<file path="src/rtl/interrupt_sequencer_pkg.sv">
// bwzz_pkg: shared types and defaults for the interrupt entry sequencer
package bwzz_pkg;
  localparam int PC_W_DEF = 32;
  localparam int DATA_W_DEF = 16;
  localparam int FLAG_W = 4;
  localparam logic [31:0] VECTOR_ADDR_DEF = 32'h0000_0001;
  typedef enum logic [2:0] {
    IDLE,
    WAIT_SAFE,
    DRAIN,
    PUSH_HI,
    PUSH_LO,
    VECTOR,
    SERVICE
  } irq_state_t;
endpackage

</file>
<file path="src/rtl/interrupt_sequencer_if.sv">
// interrupt_sequencer_if: stack push port between the sequencer (master) and the memory stage (slave)
interface interrupt_sequencer_if #(parameter int DATA_W = bwzz_pkg::DATA_W_DEF);
  logic pushValid;
  logic [DATA_W-1:0] pushData;
  logic pushReady;
  modport master(output pushValid, output pushData, input pushReady);
  modport slave(input pushValid, input pushData, output pushReady);
endinterface

</file>
<file path="src/rtl/interrupt_sequencer_irq_edge_latch.sv">
// irq_edge_latch: synchronises the interrupt pin, detects rising edges and holds a pending flag
//   interrupt in  raw level request
//   clear     in  drops pending (a same-cycle edge still wins)
//   pending   out latched request
//   rise      out one-cycle synchronised rising edge
module irq_edge_latch (
  input  logic clk,
  input  logic reset,
  input  logic interrupt,
  input  logic clear,
  output logic pending,
  output logic rise
);
  logic syncQ, prevQ;
  assign rise = syncQ & ~prevQ;
  always_ff @(posedge clk or posedge reset) begin
    if (reset) begin
      syncQ <= 1'b0;
      prevQ <= 1'b0;
      pending <= 1'b0;
    end else begin
      syncQ <= interrupt;
      prevQ <= syncQ;
      pending <= rise | (pending & ~clear);
    end
  end
endmodule

</file>
<file path="src/rtl/interrupt_sequencer.sv">
// interrupt_sequencer: drains the pipeline, pushes the resume PC and redirects fetch on an interrupt
//   interrupt/flush/twoWordPending/rtiRetired  pipeline status inputs
//   pcResume, ccr                              state captured at the end of the drain
//   stackPort (master)                         two-word push of the resume PC, high word first
//   stallFetch, injectBubble                   held from DRAIN through VECTOR
//   savedFlags/saveFlags, vectorLoad/vectorAddr, inService
module interrupt_sequencer
  import bwzz_pkg::*;
#(
  parameter int PC_W = PC_W_DEF,
  parameter int DATA_W = DATA_W_DEF,
  parameter int DRAIN_CYCLES = 3,
  parameter logic [PC_W-1:0] VECTOR_ADDR = VECTOR_ADDR_DEF
) (
  input  logic clk,
  input  logic reset,
  input  logic interrupt,
  input  logic flush,
  input  logic twoWordPending,
  input  logic rtiRetired,
  input  logic [PC_W-1:0] pcResume,
  input  logic [FLAG_W-1:0] ccr,
  interrupt_sequencer_if.master stackPort,
  output logic stallFetch,
  output logic injectBubble,
  output logic [FLAG_W-1:0] savedFlags,
  output logic saveFlags,
  output logic vectorLoad,
  output logic [PC_W-1:0] vectorAddr,
  output logic inService
);
  localparam logic [3:0] drainLoad = 4'(DRAIN_CYCLES - 1);
  irq_state_t state, stateNext;
  logic [3:0] drainCnt;
  logic [PC_W-1:0] pcHold;
  logic pending, rise, pushValid;
  logic [DATA_W-1:0] pushData;
  irq_edge_latch uLatch (
    .clk(clk),
    .reset(reset),
    .interrupt(interrupt),
    .clear(vectorLoad),
    .pending(pending),
    .rise(rise)
  );
  assign vectorAddr = VECTOR_ADDR;
  assign stackPort.pushValid = pushValid;
  assign stackPort.pushData = pushData;
  always_ff @(posedge clk or posedge reset) begin
    if (reset) state <= IDLE;
    else state <= stateNext;
  end
  always_ff @(posedge clk or posedge reset) begin
    if (reset) begin
      drainCnt <= 4'd0;
      pcHold <= '0;
      savedFlags <= '0;
      inService <= 1'b0;
    end else begin
      // a flush mid-drain means new instructions entered the pipe, so the drain restarts
      if (state == WAIT_SAFE || (state == DRAIN && flush)) drainCnt <= drainLoad;
      else if (state == DRAIN && drainCnt != 4'd0) drainCnt <= drainCnt - 4'd1;
      if (saveFlags) begin
        pcHold <= pcResume;
        savedFlags <= ccr;
      end
      if (vectorLoad) inService <= 1'b1;
      else if (state == SERVICE && rtiRetired) inService <= 1'b0;
    end
  end
  always_comb begin
    stateNext = state;
    stallFetch = 1'b0;
    injectBubble = 1'b0;
    saveFlags = 1'b0;
    vectorLoad = 1'b0;
    pushValid = 1'b0;
    pushData = '0;
    case (state)
      IDLE: stateNext = pending ? WAIT_SAFE : IDLE;
      WAIT_SAFE: stateNext = (!flush && !twoWordPending) ? DRAIN : WAIT_SAFE;
      DRAIN: begin
        stallFetch = 1'b1;
        injectBubble = 1'b1;
        saveFlags = drainCnt == 4'd0 && !flush;
        stateNext = saveFlags ? PUSH_HI : DRAIN;
      end
      PUSH_HI: begin
        stallFetch = 1'b1;
        injectBubble = 1'b1;
        pushValid = 1'b1;
        pushData = pcHold[PC_W-1 -: DATA_W];
        stateNext = stackPort.pushReady ? PUSH_LO : PUSH_HI;
      end
      PUSH_LO: begin
        stallFetch = 1'b1;
        injectBubble = 1'b1;
        pushValid = 1'b1;
        pushData = pcHold[DATA_W-1:0];
        stateNext = stackPort.pushReady ? VECTOR : PUSH_LO;
      end
      VECTOR: begin
        stallFetch = 1'b1;
        injectBubble = 1'b1;
        vectorLoad = 1'b1;
        stateNext = SERVICE;
      end
      // an edge coincident with rtiRetired has not reached pending yet, so look at rise too
      SERVICE: stateNext = rtiRetired ? ((pending || rise) ? WAIT_SAFE : IDLE) : SERVICE;
      default: stateNext = IDLE;
    endcase
  end
endmodule

</file>
<file path="src/flat_wrapper.sv">
// flat-port wrapper written by rule: the top's interface ports become plain ports
module interrupt_sequencer_flat import bwzz_pkg::*;
#(
  parameter int PC_W = PC_W_DEF,
  parameter int DATA_W = DATA_W_DEF,
  parameter int DRAIN_CYCLES = 3,
  parameter logic [PC_W-1:0] VECTOR_ADDR = VECTOR_ADDR_DEF
)
  (clk, reset, interrupt, flush, twoWordPending, rtiRetired, pcResume, ccr, stallFetch, injectBubble, savedFlags, saveFlags, vectorLoad, vectorAddr, inService, stackPort_pushValid, stackPort_pushData, stackPort_pushReady);
  interrupt_sequencer_if #(.DATA_W(DATA_W)) stackPort_i ();
  input  logic clk;
  input  logic reset;
  input  logic interrupt;
  input  logic flush;
  input  logic twoWordPending;
  input  logic rtiRetired;
  input  logic [PC_W-1:0] pcResume;
  input  logic [FLAG_W-1:0] ccr;
  output logic stallFetch;
  output logic injectBubble;
  output logic [FLAG_W-1:0] savedFlags;
  output logic saveFlags;
  output logic vectorLoad;
  output logic [PC_W-1:0] vectorAddr;
  output logic inService;
  output wire logic [$bits(stackPort_i.pushValid)-1:0] stackPort_pushValid;
  output wire logic [$bits(stackPort_i.pushData)-1:0] stackPort_pushData;
  input wire logic [$bits(stackPort_i.pushReady)-1:0] stackPort_pushReady;
  assign stackPort_pushValid = stackPort_i.pushValid;
  assign stackPort_pushData = stackPort_i.pushData;
  assign stackPort_i.pushReady = stackPort_pushReady;
  interrupt_sequencer #(.PC_W(PC_W), .DATA_W(DATA_W), .DRAIN_CYCLES(DRAIN_CYCLES), .VECTOR_ADDR(VECTOR_ADDR)) u_core (.clk(clk), .reset(reset), .interrupt(interrupt), .flush(flush), .twoWordPending(twoWordPending), .rtiRetired(rtiRetired), .pcResume(pcResume), .ccr(ccr), .stackPort(stackPort_i), .stallFetch(stallFetch), .injectBubble(injectBubble), .savedFlags(savedFlags), .saveFlags(saveFlags), .vectorLoad(vectorLoad), .vectorAddr(vectorAddr), .inService(inService));
endmodule
</file>
<file path="config.mk">
export PLATFORM = sky130hd
export DESIGN_NAME = interrupt_sequencer_flat
export DESIGN_NICKNAME = d
export VERILOG_FILES = /design/src/rtl/interrupt_sequencer_pkg.sv /design/src/rtl/interrupt_sequencer_if.sv /design/src/rtl/interrupt_sequencer_irq_edge_latch.sv /design/src/rtl/interrupt_sequencer.sv /design/src/flat_wrapper.sv
export SDC_FILE = /design/constraint.sdc
export NUM_CORES = 1
export LEC_CHECK = 0
export BUFFER_PORTS_ARGS = -buffer_cell sky130_fd_sc_hd__buf_2
export CAP_MARGIN = 20
export CORE_MARGIN = 2
export CORE_UTILIZATION = 40
export CTS_CLUSTER_SIZE = 30
export DETAILED_ROUTE_END_ITERATION = 16
export GPL_ROUTABILITY_DRIVEN = 0
export PLACE_DENSITY = 0.69
export SLEW_MARGIN = 10
export SYNTH_ARGS = -nofsm -noshare
export SYNTH_HDL_FRONTEND = slang
export SYNTH_SLANG_ARGS = --single-unit
</file>
<file path="constraint.sdc">
create_clock -name clk -period 4.16 [get_ports clk]
set_clock_uncertainty 0.15 [all_clocks]
set_input_delay 0.416 -clock clk [delete_from_list [all_inputs] [get_ports clk]]
set_output_delay 0.416 -clock clk [all_outputs]
set_load 0.02 [all_outputs]
</file>
==> impl_metrics.env, run 1 <==
export IMPL_worstSetupPathType="register to primary output"
export IMPL_antenna_diode_count=0
export IMPL_synth_yosys_seq_area_share_pct=48.6
export IMPL_crit_path_start_kind="register"
export IMPL_vdd_ir_drop_worst_v=0.000357
export IMPL_grt_overflow=0
export IMPL_cts_repair_resized=0
export IMPL_setup_total_negative_slack_ns=0
export IMPL_fmax_ghz=0.337
export IMPL_mappedNetlistArea_um2=2420
export IMPL_power_switching_mw=0.665
export IMPL_max_slew_margin_rel_pct=59.8
export IMPL_grt_setup_unrepaired="false"
export IMPL_synth_area_leaders="sky130_fd_sc_hd__dfrtp_1, sky130_fd_sc_hd__mux2_4, sky130_fd_sc_hd__buf_4, sky130_fd_sc_hd__mux2_2, sky130_fd_sc_hd__a22o_1"
export IMPL_cp_required_ns=3.59
export IMPL_yosys_area_top_type="sky130_fd_sc_hd__dfrtp_1"
export IMPL_synth_seq_cells=47
export IMPL_cts_htree_levels=2
export IMPL_grtUsageMet2_pct=21.8
export IMPL_pwr_share_clk_pct=14.2
export IMPL_layout_cells_non_filler=340
export IMPL_postRouteWirelength_mm=4.28
export IMPL_grt_start_max_net_pins=48
export IMPL_timing_critical_path_fanout_max=38
export IMPL_synthesis_instances=197
export IMPL_finalHoldViolations=0
export IMPL_synth_async_reset_ratio_pct=100
export IMPL_result_of_the_run="finished clean"
export IMPL_use_met1_pct=16.7
export IMPL_pin_count=101
export IMPL_leakagePower_nw=1.53
export IMPL_use_met3_pct=4.18
export IMPL_finalCriticalPeriod_ns=2.97
export IMPL_ys_flop_type="sky130_fd_sc_hd__dfrtp_1"
export IMPL_grt_pass1_wl_mm=6.71
export IMPL_worst_slack_ns=1.19
export IMPL_count_of_port_buffers_added_during_placement=68
export IMPL_syn_warnings=0
export IMPL_grt_antenna_before_repair=0
export IMPL_cts_num_sinks=47
export IMPL_swShare_pct=36.3
export IMPL_chipHeight_um=81.8
export IMPL_report_final_setup_viol=0
export IMPL_worstMarginPinSlew_ns=0.603
export IMPL_tritoncts="yes"
export IMPL_post_drt_wl_per_cell_um=12.6
export IMPL_pwr_share_comb_pct=41.0
export IMPL_yosys_cell_count_top_type="sky130_fd_sc_hd__dfrtp_1"
export IMPL_drive_gt1_share_pct=44.5
export IMPL_cts_path_max_buffers=2
export IMPL_share_of_total_power_in_sequential_cells_pct=44.8
export IMPL_placed_area_um2=2680
export IMPL_hpwl_mm=3.00
export IMPL_timing_critical_path_arrival_ns=2.40
export IMPL_via_per_inst=4.65
export IMPL_intPower_mw=1.17
export IMPL_cts_reportedPaths_clkPinSlew_ns=0.08
export IMPL_synthDominantCellAreaShare_pct=48.6
export IMPL_grt_busiest_layer="met2"
export IMPL_final_min_period_over_clock_period_pct=71.4
export IMPL_synthesis_area_per_instance_um2=12.3
export IMPL_pre_cts_ws_ns=1.52
export IMPL_design_die_area_um2=6690
export IMPL_timing_max_cap_violations=0
export IMPL_endpoint_kind="primary output"
export IMPL_layout_overhead_on_the_synthesized_area_pct=15.4
export IMPL_final_cell_area_um2=2790
export IMPL_detail_route_antenna_nets=0
export IMPL_place_inst=330
export IMPL_initial_core_util_pct=41.1
export IMPL_post_route_drc_count=0
export IMPL_cts_root_buffer_cell="sky130_fd_sc_hd__clkbuf_8"
export IMPL_dr_pass1_iters=6
export IMPL_design_core_area_um2=5890
export IMPL_post_synth_most_frequent_cells="sky130_fd_sc_hd__dfrtp_1, sky130_fd_sc_hd__buf_4, sky130_fd_sc_hd__mux2_2, sky130_fd_sc_hd__mux2_4, sky130_fd_sc_hd__a22o_1"
export IMPL_numCtsBuffers=5
export IMPL_vias=1582
export IMPL_totalPowerFinal_mw=1.83
export IMPL_hold_path_class="input pin to register"
export IMPL_num_rows=28
export IMPL_final_net_count=309
export IMPL_synth_cell_type_count=29
export IMPL_grt_pass1_vias=1485
export IMPL_insertion_delay_ns=0.29
export IMPL_global_route_usage_total_pct=13.1
export IMPL_pwr_density_cell_nw_per_um2=655
export IMPL_number_of_pins_with_negative_max_slew_slack_in_the_final_report=0
export IMPL_number_of_synthesized_flops_with_an_enable_pin=0
export IMPL_fp_dieW_um=81.8
export IMPL_drt_iter0_markers=68
## path summary, 6_finish.rpt
kind / to / slack [ns] / start / depth (start not counted)
max in group asynchronous: u_core.pcHold[19]$_DFFE_PP0P_ / 2.86 / reset / 4
min in group asynchronous: u_core.pcHold[21]$_DFFE_PP0P_ / 0.50 / reset / 3
max: saveFlags / 1.19 / u_core.drainCnt[0]$_DFFE_PP0P_ / 6
max reg2reg: u_core.pcHold[20]$_DFFE_PP0P_ / 1.67 / u_core.drainCnt[0]$_DFFE_PP0P_ / 5
min reg2reg: u_core.uLatch.prevQ$_DFF_PP0_ / 0.26 / u_core.uLatch.syncQ$_DFF_PP0_ / 0
min: u_core.uLatch.syncQ$_DFF_PP0_ / 0.08 / interrupt / 1
## logic make-up after synthesis
logic type / count (synthesis) / synth area share (%)
buffers and inverters: 49 / 13.7
flip-flops: 47 / 48.6
multiplexers: 36 / 19.5
AO/OA/AOI/OAI: 31 / 9.88
AND/OR/NAND/NOR: 26 / 5.48
XOR/XNOR: 4 / 1.45
adder cells (fa/ha/maj): 2 / 1.03
other: 2 / 0.310
## per-layer routing
layer / part of all wire [%] / vias up
met2: 48 / 69
li1: - / 749
met4: 0.89 / 0
met5: 0 / -
met1: 43 / 759
met3: 7.6 / 5
## what timing repair did
action	4_1_cts	5_1_grt
hold buffers	0	1
hold endpoints to repair	0	17
setup buffers	0	0
## stage by stage
step	hold slack (ns)	util, %
2_1_floorplan	0.225	-
3_3_place_gp	0.238	45.6
3_5_place_dp	0.239	45.6
4_1_cts	0.0706	46.9
5_1_grt	0.0694	47.4
6_report	0.0835	47.4
## registers in the layout, summed over array words and instances (netlist names)
| signal | cells |
|---|---|
| u_core.pcHold | 32 |
| u_core.drainCnt | 4 |
| u_core.savedFlags | 4 |
| u_core.state | 3 |
| u_core.inService | 1 |
| u_core.uLatch.pending | 1 |
| u_core.uLatch.prevQ | 1 |
| u_core.uLatch.syncQ | 1 |
## power by group through the flow
stage / combinational, mW / sequential, mW / clock [mW]
final: 0.751 / 0.820 / 0.260
after CTS: 0.761 / 0.821 / 0.274
after floorplan: 0.617 / 0.791 / 0
after global placement: 0.746 / 0.818 / 0
after global routing: 0.821 / 0.851 / 0.294
after detailed placement: 0.762 / 0.823 / 0
## layout make-up
cell class / count / area (um^2)
multi-input combinational: 131 / 1030
clock buffer: 7 / 76.3
sequential: 47 / 1180
clock inverter: 1 / 5.00
fill: 567 / 3090
timing repair buffer: 72 / 385
inverter: 7 / 26.3
tap: 75 / 93.8
## critical path: stages (launching register included)
cell                      delay [ns]
sky130_fd_sc_hd__dfrtp_1        0.39
sky130_fd_sc_hd__inv_1          0.11
sky130_fd_sc_hd__ha_1           0.15
sky130_fd_sc_hd__or3b_4         0.39
sky130_fd_sc_hd__or4_4          0.78
sky130_fd_sc_hd__inv_1          0.12
sky130_fd_sc_hd__buf_2          0.17
## cell usage in the layout (no fill, tap or decap)
cell	count
sky130_fd_sc_hd__buf_2	68
sky130_fd_sc_hd__dfrtp_1	47
sky130_fd_sc_hd__conb_1	32
sky130_fd_sc_hd__mux2_4	18
sky130_fd_sc_hd__mux2_2	18
sky130_fd_sc_hd__a22o_1	17
sky130_fd_sc_hd__nor2_1	9
sky130_fd_sc_hd__inv_1	6
sky130_fd_sc_hd__nand2_1	6
sky130_fd_sc_hd__clkbuf_8	5
sky130_fd_sc_hd__o21ai_0	4
sky130_fd_sc_hd__a21oi_1	4
sky130_fd_sc_hd__xor2_1	3
sky130_fd_sc_hd__nand3_1	3
sky130_fd_sc_hd__nand2b_1	2
sky130_fd_sc_hd__a211o_1	2
sky130_fd_sc_hd__ha_1	2
sky130_fd_sc_hd__clkbuf_1	2
sky130_fd_sc_hd__buf_4	2
sky130_fd_sc_hd__or3b_4	1
sky130_fd_sc_hd__or4_4	1
sky130_fd_sc_hd__nor3b_2	1
sky130_fd_sc_hd__or2_2	1
sky130_fd_sc_hd__o31ai_1	1
sky130_fd_sc_hd__a2111oi_0	1
sky130_fd_sc_hd__o211ai_1	1
sky130_fd_sc_hd__o2bb2ai_1	1
sky130_fd_sc_hd__inv_2	1
sky130_fd_sc_hd__nor3b_1	1
sky130_fd_sc_hd__xnor2_1	1
sky130_fd_sc_hd__nor3_1	1
sky130_fd_sc_hd__clkinv_2	1
sky130_fd_sc_hd__dlygate4sd3_1	1
sky130_fd_sc_hd__buf_12	1
Power figures use the tool's default switching activity.
==> run 2: changes to the inputs <==
--- a/config.mk
+++ b/config.mk
@@ -12,7 +12,7 @@
 export CTS_CLUSTER_SIZE = 30
 export DETAILED_ROUTE_END_ITERATION = 16
 export GPL_ROUTABILITY_DRIVEN = 0
-export PLACE_DENSITY = 0.69
+export PLACE_DENSITY = 0.71
 export SLEW_MARGIN = 10
 export SYNTH_ARGS = -nofsm -noshare
 export SYNTH_HDL_FRONTEND = slang
==> constraint.sdc (replaced) <==
create_clock -name clk -period 2.5 [get_ports clk]
set_clock_uncertainty 0.15 [all_clocks]
set_input_delay 0.25 -clock clk [delete_from_list [all_inputs] [get_ports clk]]
set_output_delay 0.25 -clock clk [all_outputs]
set_load 0.02 [all_outputs]
==> run 2 against run 1 <==
Effect of this change: die area stayed put; highest routed layer unchanged; final area is 5.6% higher; largest cell class unchanged; wire length increased by 11%; critical path depth rose by 1.
==> impl_metrics.env, run 2 (same netlist as run 1, synthesis figures left out) <==
export IMPL_totalPowerFinal_mw=3.15
export IMPL_grt_setup_unrepaired="true"
export IMPL_layout_overhead_on_the_synthesized_area_pct=21.9
export IMPL_vias=1675
export IMPL_placed_area_um2=2730
export IMPL_leakagePower_nw=1.61
export IMPL_num_rows=28
export IMPL_grt_overflow=0
export IMPL_drt_iter0_markers=37
export IMPL_fp_dieW_um=81.8
export IMPL_grt_start_max_net_pins=20
export IMPL_dr_pass1_iters=4
export IMPL_tritoncts="yes"
export IMPL_final_fill_count=570
export IMPL_post_drt_wl_per_cell_um=13.4
export IMPL_grt_pass1_vias=1594
export IMPL_worstMarginPinSlew_ns=0.505
export IMPL_slowest_stage="sky130_fd_sc_hd__or4_4"
export IMPL_report_final_setup_viol=0
export IMPL_grt_antenna_before_repair=0
export IMPL_endpoint_kind="primary output"
export IMPL_pwr_density_cell_nw_per_um2=1070
export IMPL_cts_htree_levels=2
export IMPL_numCtsBuffers=5
export IMPL_cts_num_sinks=47
export IMPL_final_cell_area_um2=2950
export IMPL_finalCriticalPeriod_ns=2.47
export IMPL_pin_count=101
export IMPL_design_core_area_um2=5890
export IMPL_timing_critical_path_fanout_max=2
export IMPL_cts_path_max_buffers=2
export IMPL_cts_reportedPaths_clkPinSlew_ns=0.09
export IMPL_timing_max_cap_violations=0
export IMPL_global_route_usage_total_pct=14.9
export IMPL_final_cell_mix="sky130_fd_sc_hd__buf_2, sky130_fd_sc_hd__dfrtp_1, sky130_fd_sc_hd__conb_1"
export IMPL_insertion_delay_ns=0.30
export IMPL_layout_cells_most_common="sky130_fd_sc_hd__buf_2"
export IMPL_top_regs="u_core.pcHold (32), u_core.drainCnt (4), u_core.savedFlags (4)"
export IMPL_final_net_count=323
export IMPL_antenna_diode_count=0
export IMPL_number_of_pins_with_negative_max_slew_slack_in_the_final_report=0
export IMPL_max_ffs_per_register=32
export IMPL_worstSetupPathType="register to primary output"
export IMPL_result_of_the_run="finished clean"
export IMPL_crit_path_start_kind="register"
export IMPL_finalHoldWorstSlack_ns=0.0231
export IMPL_count_of_port_buffers_added_during_placement=68
export IMPL_design_die_area_um2=6690
export IMPL_vdd_ir_drop_worst_v=0.000541
export IMPL_fmax_ghz=0.405
export IMPL_critical_path_max_stage_delay_ns=0.51
export IMPL_max_slew_margin_rel_pct=66.2
export IMPL_hpwl_mm=3.26
export IMPL_setup_total_negative_slack_ns=0
export IMPL_timing_critical_path_arrival_ns=2.07
export IMPL_initial_core_util_pct=41.1
export IMPL_detail_route_antenna_nets=0
export IMPL_finalHoldViolations=0
export IMPL_postRouteWirelength_mm=4.75
export IMPL_largest_register="u_core.pcHold"
export IMPL_via_per_inst=4.73
export IMPL_final_core_util_pct=50.1
export IMPL_hold_path_class="input pin to register"
export IMPL_cp_required_ns=2.10
export IMPL_cp_cell_sequence="inv_2 > ha_4 > or3b_4 > or4_4 > buf_12 > clkinv_4 > buf_6"
export IMPL_cts_root_buffer_cell="sky130_fd_sc_hd__clkbuf_8"
export IMPL_final_min_period_over_clock_period_pct=98.9
export IMPL_grt_pass1_wl_mm=7.42
export IMPL_post_route_drc_count=0
export IMPL_chipHeight_um=81.8
export IMPL_drive_gt1_share_pct=48.4
-- run 2: changes by cell type in the layout (fill, tap and decap cells not counted) --
cell                            previous run  this run
sky130_fd_sc_hd__bufbuf_16                 0         1
sky130_fd_sc_hd__buf_2                    68        67
sky130_fd_sc_hd__buf_6                     0         1
sky130_fd_sc_hd__inv_1                     6         3
sky130_fd_sc_hd__buf_4                     2        14
sky130_fd_sc_hd__ha_1                      2         1
sky130_fd_sc_hd__ha_4                      0         1
sky130_fd_sc_hd__inv_2                     1         3
sky130_fd_sc_hd__clkinv_4                  0         1
sky130_fd_sc_hd__dlygate4sd3_1             1         2
-- run 2: stage by stage --
stage                     setup WS (ns)  instances
final                            0.0282        354
after CTS                        0.0153        352
after global routing            -0.0339        354
after detailed placement          0.132        336
after global placement            0.166        336
after floorplan                   0.183        227
-- run 2: final timing paths --
| kind | cells past startpoint | slack [ns] | end | startpoint |
|---|---|---|---|---|
| worst max-delay path | 7 | 0.03 | saveFlags | u_core.drainCnt[1]$_DFFE_PP0P_ |
| worst min-delay path | 2 | 0.02 | u_core.pcHold[23]$_DFFE_PP0P_ | pcResume[23] |
| min in group asynchronous | 3 | 0.32 | u_core.pcHold[23]$_DFFE_PP0P_ | reset |
| worst max register to register | 7 | 0.04 | u_core.pcHold[25]$_DFFE_PP0P_ | u_core.drainCnt[1]$_DFFE_PP0P_ |
| worst min register to register | 0 | 0.25 | u_core.uLatch.prevQ$_DFF_PP0_ | u_core.uLatch.syncQ$_DFF_PP0_ |
| max in group asynchronous | 4 | 1.30 | u_core.pcHold[18]$_DFFE_PP0P_ | reset |
-- run 2: per-layer routing --
| layer | vias up | share of wire [%] | global-route usage, % |
|---|---|---|---|
| met5 | - | 0 | 0 |
| met4 | 0 | 1.0 | 5.00 |
| met3 | 5 | 6.9 | 4.29 |
| met2 | 69 | 48 | 23.0 |
| met1 | 827 | 44 | 20.2 |
| li1 | 774 | - | - |
-- run 2: what timing repair did --
item / 4_1_cts / 5_1_grt
resized for setup: 8 / 4
pin swaps: 1 / 1
endpoints found under the setup margin: 1 / 28
gates cloned: 1 / 0
hold buffers: 2 / 0
endpoints found under the hold margin: 18 / 0
setup buffers: 5 / 2
-- run 2: power breakdown --
part	leakage [nW]	switching (mW)	internal, mW	total [mW]
Combinational	0.984	0.646	0.693	1.34
Sequential	0.585	0.259	1.11	1.37
Clock	0.0422	0.246	0.197	0.443
-- run 2: critical path, delay by kind of cell, from the launching register on --
family                     cells  cell delay (ns)
and+or+nand+nor                2             0.88
adders and majority gates      1             0.12
buffers and inverters          4             0.37
DFF                            1             0.41
-- run 2: final cells by class --
class | count | area (um^2) | share of cell area, %
Multi-Input combinational cell | 131 | 1040 | 35.3
Tap cell | 75 | 93.8 | 3.18
Clock buffer | 7 | 76.3 | 2.59
Sequential cell | 47 | 1180 | 39.9
Timing Repair Buffer | 86 | 524 | 17.8
Inverter | 7 | 31.3 | 1.06
Clock inverter | 1 | 5.00 | 0.170
